`src/rtl/alu_pkg.sv`:
```
// Shared ALU definitions used by the ALU decoder and the execute pipeline.
package alu_pkg;

  localparam int unsigned XlenDefault = 32;

  typedef enum logic [2:0] {
    AluAdd = 3'b000,
    AluSub = 3'b001,
    AluAnd = 3'b010,
    AluOr  = 3'b011,
    AluSlt = 3'b100
  } alu_op_e;

endpackage

```
`src/rtl/alu_core.sv`:
```
// Purely combinational ALU datapath. Codes with no defined operation yield 0.
module alu_core
  import alu_pkg::*;
#(
  parameter int unsigned XLEN = XlenDefault
) (
  input  logic [XLEN-1:0] a,
  input  logic [XLEN-1:0] b,
  input  logic [2:0]      op,
  output logic [XLEN-1:0] result
);

  // Select the operation; ADD/SUB wrap naturally at XLEN bits.
  always_comb begin
    result = '0;
    case (op)
      AluAdd:  result = a + b;
      AluSub:  result = a - b;
      AluAnd:  result = a & b;
      AluOr:   result = a | b;
      AluSlt:  result = {{(XLEN-1){1'b0}}, ($signed(a) < $signed(b))};
      default: result = '0;
    endcase
  end

endmodule

```
`src/rtl/ex_pipe.sv`:
```
// Two-stage execute pipeline: S1 captures operands, S2 holds the registered
// ALU result. Valid/ready handshake on both sides, flush kills S1 only.
module ex_pipe
  import alu_pkg::*;
#(
  parameter int unsigned XLEN = XlenDefault
) (
  input  logic            clk,
  input  logic            reset,
  input  logic            in_valid,
  output logic            in_ready,
  input  logic [XLEN-1:0] src_a,
  input  logic [XLEN-1:0] src_b,
  input  logic [2:0]      alu_control,
  input  logic [4:0]      rd,
  input  logic            reg_write,
  input  logic            flush,
  output logic            out_valid,
  input  logic            out_ready,
  output logic [XLEN-1:0] alu_result,
  output logic            zero,
  output logic [4:0]      out_rd,
  output logic            out_reg_write
);

  logic            s1_valid_q;
  logic [XLEN-1:0] s1_a_q;
  logic [XLEN-1:0] s1_b_q;
  logic [2:0]      s1_op_q;
  logic [4:0]      s1_rd_q;
  logic            s1_rw_q;

  logic            s2_valid_q;
  logic [XLEN-1:0] s2_result_q;
  logic            s2_zero_q;
  logic [4:0]      s2_rd_q;
  logic            s2_rw_q;

  logic            s2_load;
  logic            s1_adv;
  logic            in_fire;
  logic            s1_keep;
  logic [XLEN-1:0] alu_out;

  alu_core #(
    .XLEN(XLEN)
  ) u_alu_core (
    .a      (s1_a_q),
    .b      (s1_b_q),
    .op     (s1_op_q),
    .result (alu_out)
  );

  // Handshake decode; reset forces in_ready low while it is asserted.
  always_comb begin
    s2_load  = !s2_valid_q || out_ready;
    s1_adv   = s1_valid_q && s2_load;
    in_ready = (!s1_valid_q || s1_adv) && !flush && !reset;
    in_fire  = in_valid && in_ready;
    // An op leaving S1 under flush is discarded rather than loaded into S2.
    s1_keep  = s1_valid_q && !flush;
  end

  // S1: capture accepted operands, empty on advance or flush.
  always_ff @(posedge clk) begin
    if (reset) begin
      s1_valid_q <= 1'b0;
      s1_a_q     <= '0;
      s1_b_q     <= '0;
      s1_op_q    <= '0;
      s1_rd_q    <= '0;
      s1_rw_q    <= 1'b0;
    end else if (in_fire) begin
      s1_valid_q <= 1'b1;
      s1_a_q     <= src_a;
      s1_b_q     <= src_b;
      s1_op_q    <= alu_control;
      s1_rd_q    <= rd;
      s1_rw_q    <= reg_write;
    end else if (s1_adv || flush) begin
      s1_valid_q <= 1'b0;
    end
  end

  // S2: load when empty or draining; data only changes on a real advance.
  always_ff @(posedge clk) begin
    if (reset) begin
      s2_valid_q  <= 1'b0;
      s2_result_q <= '0;
      s2_zero_q   <= 1'b1;
      s2_rd_q     <= '0;
      s2_rw_q     <= 1'b0;
    end else if (s2_load) begin
      s2_valid_q <= s1_keep;
      if (s1_keep) begin
        s2_result_q <= alu_out;
        s2_zero_q   <= (alu_out == '0);
        s2_rd_q     <= s1_rd_q;
        s2_rw_q     <= s1_rw_q;
      end
    end
  end

  // Output drive; reg_write is masked whenever nothing is presented.
  always_comb begin
    out_valid     = s2_valid_q;
    alu_result    = s2_result_q;
    zero          = s2_zero_q;
    out_rd        = s2_rd_q;
    out_reg_write = s2_valid_q && s2_rw_q;
  end

endmodule

```
`config.mk`:
```
export PLATFORM = sky130hd
export DESIGN_NAME = ex_pipe
export DESIGN_NICKNAME = d
export VERILOG_FILES = /design/src/rtl/alu_pkg.sv /design/src/rtl/alu_core.sv /design/src/rtl/ex_pipe.sv
export SDC_FILE = /design/constraint.sdc
export NUM_CORES = 1
export LEC_CHECK = 0
export BUFFER_PORTS_ARGS = -buffer_cell sky130_fd_sc_hd__buf_2
export CORE_MARGIN = 2
export CORE_UTILIZATION = 45
export CTS_CLUSTER_DIAMETER = 120
export DETAILED_ROUTE_END_ITERATION = 6
export GPL_TIMING_DRIVEN = 0
export MAX_ROUTING_LAYER = met4
export PLACE_DENSITY = 0.72
export SETUP_SLACK_MARGIN = 0.4
export SYNTH_ARGS = -nofsm -noshare
export SYNTH_HDL_FRONTEND = slang
export SYNTH_SLANG_ARGS = --single-unit
```
`constraint.sdc`:
```
create_clock -name clk -period 6.2 [get_ports clk]
set_input_delay 1.24 -clock clk [delete_from_list [all_inputs] [get_ports clk]]
set_output_delay 1.24 -clock clk [all_outputs]
set_load 0.005 [all_outputs]
```
### After elaboration in Yosys (flattened, before gate mapping)

Index checks and enable logic that the tools add are counted.
W data, S select, Z words.

| word-level totals | value |
|---|---|
| memory bits (writable) | 0 |
| input bits | 78 |
| memory bits (read-only) | 0 |
| output and inout bits | 41 |
| register bits after elaboration | 114 |
| word-level logic and storage cells | 40 |
| memories kept | 0 |
| bits in latches | 0 |

| cells by class | value |
|---|---|
| eq/ne operators | 4 |
| bitwise logic cells | 2 |
| multiply operators | 0 |
| div/mod/pow operators | 0 |
| shifts and indexed selects | 0 |
| add/subtract/negate cells | 2 |
| multiplexer cells | 3 |
| order comparisons | 1 |
| reductions and logical operators | 17 |

Operators with widths:

| operator | number |
|---|---|
| $pmux W32 S5 | 1 |
| $add A32 B32 Y32 | 1 |
| $and A32 B32 Y32 | 1 |
| $logic_not A32 Y1 | 1 |
| $lt A32 B32 Y1 | 1 |
| $or A32 B32 Y32 | 1 |
| $sub A32 B32 Y32 | 1 |
| $eq A3 B2 Y1 const B | 2 |
| $logic_and A1 B1 Y1 | 6 |
| $logic_not A1 Y1 | 4 |
| $eq A3 B1 Y1 const B | 1 |
| $eq A3 B3 Y1 const B | 1 |
| $logic_not A3 Y1 | 1 |
| $logic_or A1 B1 Y1 | 3 |
| $mux W1 | 2 |
| $reduce_and A2 Y1 | 1 |
| $reduce_bool A2 Y1 | 1 |

### Logic depth before layout (Yosys ltp)

Gate-level depths: netlist (run 1).

| logic depth | value |
|---|---|
| depth in word-level cells | 8 |
| gate-level depth with buffers | 14 |
| gate-level depth less buffers | 14 |

### Hierarchy

A second synthesis (run 1) with hierarchy kept.

| unflattened totals | value |
|---|---|
| cell total of the unflattened synthesis | 1293 |
| area, all modules | 9829.4 um^2 |

Modules (own cells, without submodules):

| module | area an instance (um^2) | cells each | times used |
|---|---|---|---|
| ex_pipe | 5008.6 | 550 | 1 |
| alu_core | 4820.9 | 743 | 1 |

### Worst setup path before layout (run 1)

Ideal clock, no wire load.

| timing path | value |
|---|---|
| path kind | reg2reg |
| from | register s1_a_q[0] |
| to | register s2_zero_q (netlist: zero) |
| clock period less this slack | 3.629 ns |
| data arrival time | 3.560 ns |
| stages on the path, launching flop included | 15 |
| setup slack | 2.571 ns |
| setup time | 0.069 ns |
| buffers on the path | 0 |
| cells stage by stage | dfxtp_1 inv_1 ha_1 fa_1 or2_0 a2111o_1 a2111oi_2 or3_2 o21ai_4 o41a_1 a311oi_1 o211ai_1 nor4_2 nand4_1 o21ai_1 |

| between the ends | value |
|---|---|
| longest elaborated chain between the ends | 3 |
| elaborated cells on any way between the ends | 7 |

RTL lines:

| element | RTL line | source |
|---|---|---|
| from (decl) | ex_pipe.sv:27 | `logic [XLEN-1:0] s1_a_q;` |
| from (signal assigned) | ex_pipe.sv:75 | `s1_a_q <= src_a;` |
| $sub A32 B32 Y32, or another cell as far along | alu_core.sv:18 | `AluSub: result = a - b;` |
| $pmux W32 S5 (*) | alu_core.sv:16 | `case (op)` |
| $logic_not A32 Y1 (*) | ex_pipe.sv:97 | `s2_zero_q <= (alu_out == '0);` |
| to (signal assigned) | ex_pipe.sv:97 |  |
| to (decl) | ex_pipe.sv:35 | `logic s2_zero_q;` |

Mark *: on every way between the ends. The rest lies on a longest branch, timed or not.
A chain may end at the register's enable or synchronous reset.

### Worst setup path after layout (run 1)

| timing path | value |
|---|---|
| from | register s1_a_q[11] |
| to | register s2_zero_q (netlist: zero) |

Same word-level chain as after synthesis.

==> impl_metrics.ini, run 1 <==
[run_status]
outcome = completed

[floorplanning]
die_area_mm2 = 0.0217
fp.coreArea_mm2 = 0.0202
ioPinCount = 119
die_w_um = 147
start_util_pct = 45.8
std_cell_rows = 52
die_h_um = 147

[grt]
grt_pass1_vias = 9560
grt_max_degree = 17
grt_pass1_wl_mm = 52.4
grt_overflow = 0
antenna_found_initial = 0
grt_usage_pct = 31.9

[final_layout]
fillers = 2036
seqCellArea_mm2 = 0.00228
diodes = 0
area.growth.synth_to_final_pct = 16.4
fin_cells = 1706
layout-drive-gt1-share_pct = 12.0
nNetsFinal = 1608
multi_input_area_mm2 = 0.00627

[drt]
wirelength_mm = 33.8
drc = 0
wl_per_cell_um = 19.8
firstDrtPassIters = 6
postRouteAntennaNets = 0
vias = 10100
initialDrtViolationCount = 1027
post_drt_via_cell_ratio = 5.92

[setup_path]
r2r_slack_ps = 1380
worstPathCellList = inv_1 > ha_1 > clkbuf_1 > inv_1 > nor2_1 > o22ai_1 > o41ai_1 > o41ai_4 > mux2i_1 > nor4_1 > nand4_1 > nor3_1 > nand4_1 > o21ai_1
cp-startpoint = s1_a_q[11]$_SDFFE_PP0P_
arrival_ps = 5200
worstReg2RegStart = s1_a_q[11]$_SDFFE_PP0P_
critPathKind = register to register
critPathMaxFanout = 10
crit_slowest_cell = o41ai_1
ff2ff_path_depth = 14
required_ps = 6570
r2r-end = zero$_SDFFE_PP1P_
start_kind = register
cp-end-kind = register
cpPeakStageDelay_ps = 950

[clock_tree]
cts_buffers = 17
cts-resized-gates = 0
root_buffer = clkbuf_16
postCtsSetupBuffers = 0
clk_latency_ps = 440
cts_sinks = 114
cts_htree_levels = 4
clock_path_buffers = 2
hold_buffers = 0
tritoncts = yes
clk_pin_slew_ps = 70

[sta]
clock_skew_ps = 10.4
setup_tns_ps = 0
rsz0062_at_grt = no
finalMaxSlewViolations = 0
finalCritPeriodShare_pct = 77.8
finalHoldViolCount = 0
worstMarginPinSlew_ps = 1080
period_minus_slack_ps = 4820
setup_slack_ps = 1380
setup-violations-final = 0
slew_headroom_pct = 27.6
fmax_ghz = 0.207

[synthesis]
synth.area.top_cells = dfxtp_1, ha_1, nand2_1, a21oi_1, nor2_1
synth_cell_type_count = 80
yosysMostFrequentCell = nand2_1
syn_area_per_cell_um2 = 7.17
yosysWarningCount = 0
synth_common_cells = nand2_1, a21oi_1, dfxtp_1
synth-edff-count = 0
postSynthCellCount = 1287
ys_ff_latch = 114
async_reset_ff_share_pct = 0
synth_area_leader_cell = dfxtp_1
ys.flop_type = dfxtp_1
syn_area_mm2 = 0.00923
yosysSeqAreaShare_pct = 24.7
synth_top_area_share_pct = 24.7
synth_nets = 1472

[placed_design]
gp_congestion = 1.02
io_buffer_count = 117
dp_slack_ps = 1570
placedCellCount = 1674
dpl.hpwl_mm = 25.8

[min_path]
hp-start = s1_rd_q[4]$_SDFFE_PP0P_
worst_hold_path.endpoint = out_rd[4]$_SDFFE_PP0P_
min_path_cells = 2
holdCritPathClass = register to register

[flow_run]
maxCapViolCount = 0

[power]
cellLeakagePower_nw = 4.29
powerDensity_mw_per_mm2 = 213
irDropWorstVdd_v = 0.000183
==> area by class of cell <==
| class | count | share of cell area, % |
|---|---|---|
| tap | 270 | 3.15 |
| timing repair buffer | 117 | 5.45 |
| buffer | 77 | 2.78 |
| clock buffer | 17 | 3.96 |
| sequential | 114 | 21.2 |
| multi-input combinational | 994 | 58.3 |
| clock inverter | 15 | 1.50 |
| inverter | 102 | 3.56 |
==> routing by layer <==
metal | vias up | part of all wire (%) | global-route usage [%]
met4 | 0 | 3.9 | 13.1
met1 | 4706 | 43 | 41.0
met2 | 488 | 45 | 49.6
li1 | 4792 | - | -
met5 | - | 0 | -
met3 | 105 | 8.0 | 5.65
==> worst max-delay path: cells and delay by family (launching register included) <==
family / cells / cell delay [ps]
compound gates: 4 / 1470
buf+inv: 3 / 640
flops: 1 / 390
mux: 1 / 170
simple gates: 5 / 1790
fa+ha+maj: 1 / 290
==> layout by cell type, fill, tap and decap left out, types with 11 or more instances in the layout <==
master       n
nor3_1      26
inv_1      102
clkbuf_16   17
nor4_1      12
nand2_1    225
dfxtp_1    114
nand2b_1    12
clkbuf_1    70
a21oi_1    162
ha_1       105
a211oi_1    26
nor2_1     112
nor2b_1     12
o21ai_0     52
a31oi_1     11
o211ai_1    17
nand3_1     18
a21o_1      11
buf_2      119
==> sequential cells by signal, summed over array words and instances (netlist names) <==
register    count
alu_result     32
out_rd          5
out_valid       1
s1_a_q         32
s1_b_q         32
s1_op_q         3
s1_rd_q         5
s1_rw_q         1
s1_valid_q      1
s2_rw_q         1
zero            1
==> report_power, final <==
part	leakage [nW]	total [mW]	switching, mW	internal [mW]
Clock	0.288	1.02	0.450	0.572
Sequential	0.925	0.775	0.0204	0.755
Combinational	3.07	0.492	0.318	0.174
==> stage by stage <==
stage	instance area, um2	hold slack [ps]	power [mW]	util [%]
2_1_floorplan	9230	432	1.11	-
3_3_place_gp	10200	438	1.26	50.3
3_5_place_dp	10200	444	1.27	50.3
4_1_cts	10700	453	2.28	53.3
5_1_grt	10700	472	2.37	53.3
6_report	10700	454	2.29	53.3
==> how the worst max path moves through the flow <==
stage	end	cells past startpoint
floorplan	zero$_SDFFE_PP1P_	14
global placement	zero$_SDFFE_PP1P_	14
detailed placement	zero$_SDFFE_PP1P_	14
CTS	zero$_SDFFE_PP1P_	14
global route	zero$_SDFFE_PP1P_	14
finish	zero$_SDFFE_PP1P_	14
==> logic make-up after synthesis <==
logic type | Yosys count | share of synthesized area [%]
buffers and inverters | 179 | 7.39
adder cells (fa/ha/maj) | 107 | 14.7
multiplexers | 8 | 0.867
XOR/XNOR | 8 | 0.759
AO/OA/AOI/OAI | 408 | 29.5
flip-flops | 114 | 24.7
AND/OR/NAND/NOR | 463 | 22.1
Power figures use the tool's default switching activity.
==> inputs of run 2 (changes only) <==
Clock period 6.2 ns to 4.72 ns, I/O delays scaled along.
==> run 2 against run 1 <==
  * Flip-flop and latch count unchanged
  * Setup slack worse by 840 ps
  * Fmax up 15%
  * Sequential share of layout area down 0.27 points
  * Critical path depth down 4
  * Routed wire length up 0.94%
  * Clock power up 31%
  * Final area up 1.3%
  * Largest cell class unchanged
  * Combinational power up 35%
  * Final cell count up 0.12%
  * Utilization up 0.71 points
  * Non-clock buffer count up 2
==> impl_metrics.ini, run 2 (synthesized netlist as in run 1, its figures left out) <==
[grt]
grt_pass1_wl_mm = 52.7
grt_pass1_vias = 9642
grt_usage_pct = 32.1
grt_max_degree = 17
antenna_found_initial = 0
grt_overflow = 0

[sta]
finalMaxSlewViolations = 0
finalCritPeriodShare_pct = 88.8
period_minus_slack_ps = 4190
finalHoldViolCount = 0
setup_tns_ps = 0
slew_headroom_pct = 32.0
clock_skew_ps = 12.4
rsz0062_at_grt = no
fmax_ghz = 0.239
worstMarginPinSlew_ps = 1020
setup-violations-final = 0

[drt]
drc = 0
vias = 10100
postRouteAntennaNets = 0
wl_per_cell_um = 20.0
firstDrtPassIters = 7
wirelength_mm = 34.1
initialDrtViolationCount = 958
post_drt_via_cell_ratio = 5.93

[power]
power_mw = 3.02
p_seq_share_pct = 33.7
pwr-share-clk_pct = 44.3
irDropWorstVdd_v = 0.000236
intPower_mw = 1.98
cellLeakagePower_nw = 4.36
powerDensity_mw_per_mm2 = 278
p_sw_mw = 1.04
combPwrFrac_pct = 22.0
swShare_pct = 34.5

[setup_path]
cp-startpoint = s1_op_q[2]$_SDFFE_PP0P_
worstReg2RegStart = s1_op_q[2]$_SDFFE_PP0P_
critPathKind = register to register
cp-end-kind = register
arrival_ps = 4540
critPathMaxFanout = 10
required_ps = 5070
start_kind = register

[clock_tree]
cts_buffers = 17
clk_latency_ps = 440
cts_sinks = 114
clock_path_buffers = 2
cts_htree_levels = 4
clk_pin_slew_ps = 60
tritoncts = yes
root_buffer = clkbuf_16
hold_buffers = 0

[run_status]
outcome = completed

[final_layout]
mostFrequentLayoutCell = nand2_1
final_cell_mix = nand2_1, a21oi_1, buf_2, dfxtp_1, nor2_1
nNetsFinal = 1610
diodes = 0
area.growth.synth_to_final_pct = 17.9
layout-drive-gt1-share_pct = 13.1

[floorplanning]
ioPinCount = 119
die_w_um = 147
std_cell_rows = 52
die_h_um = 147
start_util_pct = 45.8
die_area_mm2 = 0.0217
fp.coreArea_mm2 = 0.0202

[flow_run]
maxCapViolCount = 0

[placed_design]
gp_congestion = 1.02
dpl.hpwl_mm = 25.8
io_buffer_count = 117

[min_path]
holdCritPathClass = register to register
hp-start = s1_rd_q[2]$_SDFFE_PP0P_
==> run 2: area by class of cell <==
type                    instances  area [um2]
clock buffers                  17         425
inverters                     102         383
plain buffers                  77         307
flip-flops and latches        114        2280
clock inverters                15         161
well taps                     270         338
multi-input cells             994        6390
fillers                      2015        9280
repair buffers                119         601
==> run 2: worst paths after layout <==
path / to / slack (ps) / cells past startpoint
worst max-delay path: alu_result[30]$_SDFFE_PP0P_ / 530 / 10
worst min-delay path: out_rd[2]$_SDFFE_PP0P_ / 450 / 2
worst max register to register: alu_result[30]$_SDFFE_PP0P_ / 530 / 10
worst min register to register: out_rd[2]$_SDFFE_PP0P_ / 450 / 2
==> run 2: critical path: stages (launching register included) <==
cell       delay (ps)
dfxtp_1           330
clkbuf_1          280
nand2b_1          410
nor2_2            610
clkbuf_1          750
clkbuf_1          740
a21oi_1           200
and3_1            220
and3_1            160
a2bb2oi_1         160
a211oi_1          230
==> run 2: power by group through the flow <==
stage	clock [mW]	sequential, mW	combinational [mW]
floorplan	0	1.03	0.421
global placement	0	1.04	0.623
detailed placement	0	1.04	0.627
CTS	1.35	1.02	0.640
global route	1.38	1.02	0.724
finish	1.34	1.02	0.665
==> run 2: metal layers <==
metal  share of wire (%)  track usage (%)  vias up  wire (um)
met2                  45             50.2      492      15300
met3                 8.9             6.52      103       3040
li1                    -                -     4797          -
met5                   0                -        -          0
met1                  42             40.4     4734      14400
met4                 3.9             13.4        0       1330
==> run 2: stage by stage <==
stage	util, %	setup WS, ps	hold slack [ps]	instance area [um2]	instances
after floorplan	-	1090	432	9230	1287
after global placement	50.3	113	438	10200	1674
after detailed placement	50.3	88.6	444	10200	1674
after CTS	53.5	445	453	10800	1706
after global routing	54.0	388	472	10900	1708
final	54.0	531	454	10900	1708
==> run 2: timing repair <==
action	in CTS	in global routing
setup buffers	0	2
resized for setup	9	15
pin swaps	0	6
endpoints found under the setup margin	2	6
==> inputs of run 3 (changes only) <==
Settings changed: CORE_UTILIZATION 45 to 55, PLACE_DENSITY 0.72 to 0.83.
==> run 3 against run 2 <==
  * Setup slack worse by 130 ps
  * Via count about the same
  * Die area down 18%
  * Critical path depth increased by 4
  * Utilization grew 11 points
  * Global-route usage up 4.7 points
  * Largest power group unchanged
==> impl_metrics.ini, run 3 (synthesized netlist as in run 1, its figures left out) <==
[placed_design]
placed_area_mm2 = 0.0101
io_buffer_count = 117
placedCellCount = 1624
dpl.hpwl_mm = 24.4
gp_congestion = 1.06

[min_path]
min_path_cells = 2
holdCritPathClass = register to register

[floorplanning]
start_util_pct = 56.1
die_area_mm2 = 0.0178
std_cell_rows = 47
die_w_um = 134
ioPinCount = 119
die_h_um = 134
fp.coreArea_mm2 = 0.0165

[final_layout]
stdcell_area_mm2 = 0.0108
nNetsFinal = 1608
layout.core_utilization_pct = 65.3
multi_input_area_mm2 = 0.00634
fillers = 1536
final_cell_mix = nand2_1, a21oi_1, buf_2, dfxtp_1, nor2_1
seqCellArea_mm2 = 0.00228
area.growth.synth_to_final_pct = 16.5
mostFrequentLayoutCell = nand2_1
layout-drive-gt1-share_pct = 12.6
fin_cells = 1657

[grt]
grt_pass1_wl_mm = 49.9
antenna_found_initial = 1
grt_pass1_vias = 9477
grt_usage_pct = 36.8
grt_max_degree = 17
grt_overflow = 0

[power]
powerDensity_mw_per_mm2 = 278
intPower_mw = 1.98
swShare_pct = 33.9
pwr-share-clk_pct = 44.1
p_sw_mw = 1.01
p_seq_share_pct = 34.0
cellLeakagePower_nw = 4.31
irDropWorstVdd_v = 0.000278
combPwrFrac_pct = 21.9
power_mw = 2.99

[setup_path]
worstPathCellList = inv_1 > ha_1 > fa_1 > or2_0 > a2111o_1 > a2111oi_4 > nor3_1 > a221o_1 > a221oi_2 > and4b_1 > nand4_1 > nor3_1 > nand4_1 > o21ai_1
required_ps = 5090
cp-startpoint = s1_a_q[0]$_SDFFE_PP0P_
critPathMaxFanout = 4
cpPeakStageDelay_ps = 490
arrival_ps = 4690
r2r-end = zero$_SDFFE_PP1P_
ff2ff_path_depth = 14
crit_slowest_cell = a2111o_1
cp-end-kind = register
crit_cells = 14
worstReg2RegStart = s1_a_q[0]$_SDFFE_PP0P_
worst_path_dominant_cell_family = compound AO/OA/AOI/OAI gates
r2r_slack_ps = 400
critPathKind = register to register
crit_buf_inv = 1
start_kind = register
cp-endpoint = zero$_SDFFE_PP1P_

[drt]
firstDrtPassIters = 6
post_drt_via_cell_ratio = 6.11
drc = 0
initialDrtViolationCount = 997
wirelength_mm = 32.3
wl_per_cell_um = 19.5
postRouteAntennaNets = 0
vias = 10100

[clock_tree]
clk_pin_slew_ps = 70
tritoncts = yes
postCtsSetupBuffers = 0
hold_buffers = 0
root_buffer = clkbuf_16
clock_path_buffers = 2
cts_sinks = 114
cts_htree_levels = 4
cts_buffers = 17
clk_latency_ps = 440

[sta]
finalHoldViolCount = 0
setup_tns_ps = 0
period_minus_slack_ps = 4320
finalMaxSlewViolations = 0
clock_skew_ps = 12.8
worstMarginPinSlew_ps = 954
fmax_ghz = 0.231
finalCritPeriodShare_pct = 91.5
rsz0062_at_grt = yes
slew_headroom_pct = 36.4
setup-violations-final = 0

[run_status]
outcome = completed

[flow_run]
maxCapViolCount = 0
## run 3: power groups by stage
stage               sequential, mW  clock (mW)  combinational (mW)
detailed placement            1.04           0               0.618
finish                        1.02        1.32               0.654
CTS                           1.02        1.32               0.629
floorplan                     1.03           0               0.421
global route                  1.02        1.36               0.704
global placement              1.04           0               0.614
## run 3: cell type report
type | instances | share of cell area, %
clock inverter | 15 | 1.51
timing repair buffer | 117 | 5.44
antenna | 1 | 0.0233
tap | 220 | 2.56
clock buffer | 17 | 3.95
sequential | 114 | 21.2
multi-input combinational | 994 | 59.0
buffer | 77 | 2.78
inverter | 102 | 3.56
## run 3: worst min-delay path by stage
stage | from | end | slack (ps)
CTS | s1_rd_q[0]$_SDFFE_PP0P_ | out_rd[0]$_SDFFE_PP0P_ | 460
global placement | s1_rd_q[3]$_SDFFE_PP0P_ | out_rd[3]$_SDFFE_PP0P_ | 440
detailed placement | s1_rd_q[2]$_SDFFE_PP0P_ | s1_rd_q[2]$_SDFFE_PP0P_ | 450
floorplan | s2_rw_q$_SDFFE_PP0P_ | s2_rw_q$_SDFFE_PP0P_ | 430
finish | s1_rd_q[0]$_SDFFE_PP0P_ | out_rd[0]$_SDFFE_PP0P_ | 450
global route | out_rd[0]$_SDFFE_PP0P_ | out_rd[0]$_SDFFE_PP0P_ | 470
## run 3: metal layers
metal  global-route usage [%]  part of all wire (%)  vias to the layer above
li1                         -                     -                     4804
met1                     45.5                    42                     4663
met4                     17.5                   4.3                        0
met2                     57.2                    45                      555
met5                        -                     0                        -
met3                     7.91                   9.6                       94
## run 3: worst register-to-register path, cell delays in order (launching register included)
cell	delay, ps
dfxtp_1	390
inv_1	90
ha_1	230
fa_1	420
or2_0	270
a2111o_1	490
a2111oi_4	480
nor3_1	140
a221o_1	380
a221oi_2	370
and4b_1	270
nand4_1	110
nor3_1	330
nand4_1	140
o21ai_1	150
## run 3: per-stage QoR
stage | setup slack, ps | hold WS (ps)
after floorplan | 1090 | 432
after global placement | 179 | 440
after detailed placement | 194 | 447
after CTS | 409 | 456
after global routing | 264 | 473
final | 399 | 452
## run 3: what timing repair did
item / 4_1_cts / 5_1_grt
hold endpoints to repair: 0 / 0
resized for setup: 4 / 9
endpoints found under the setup margin: 2 / 5
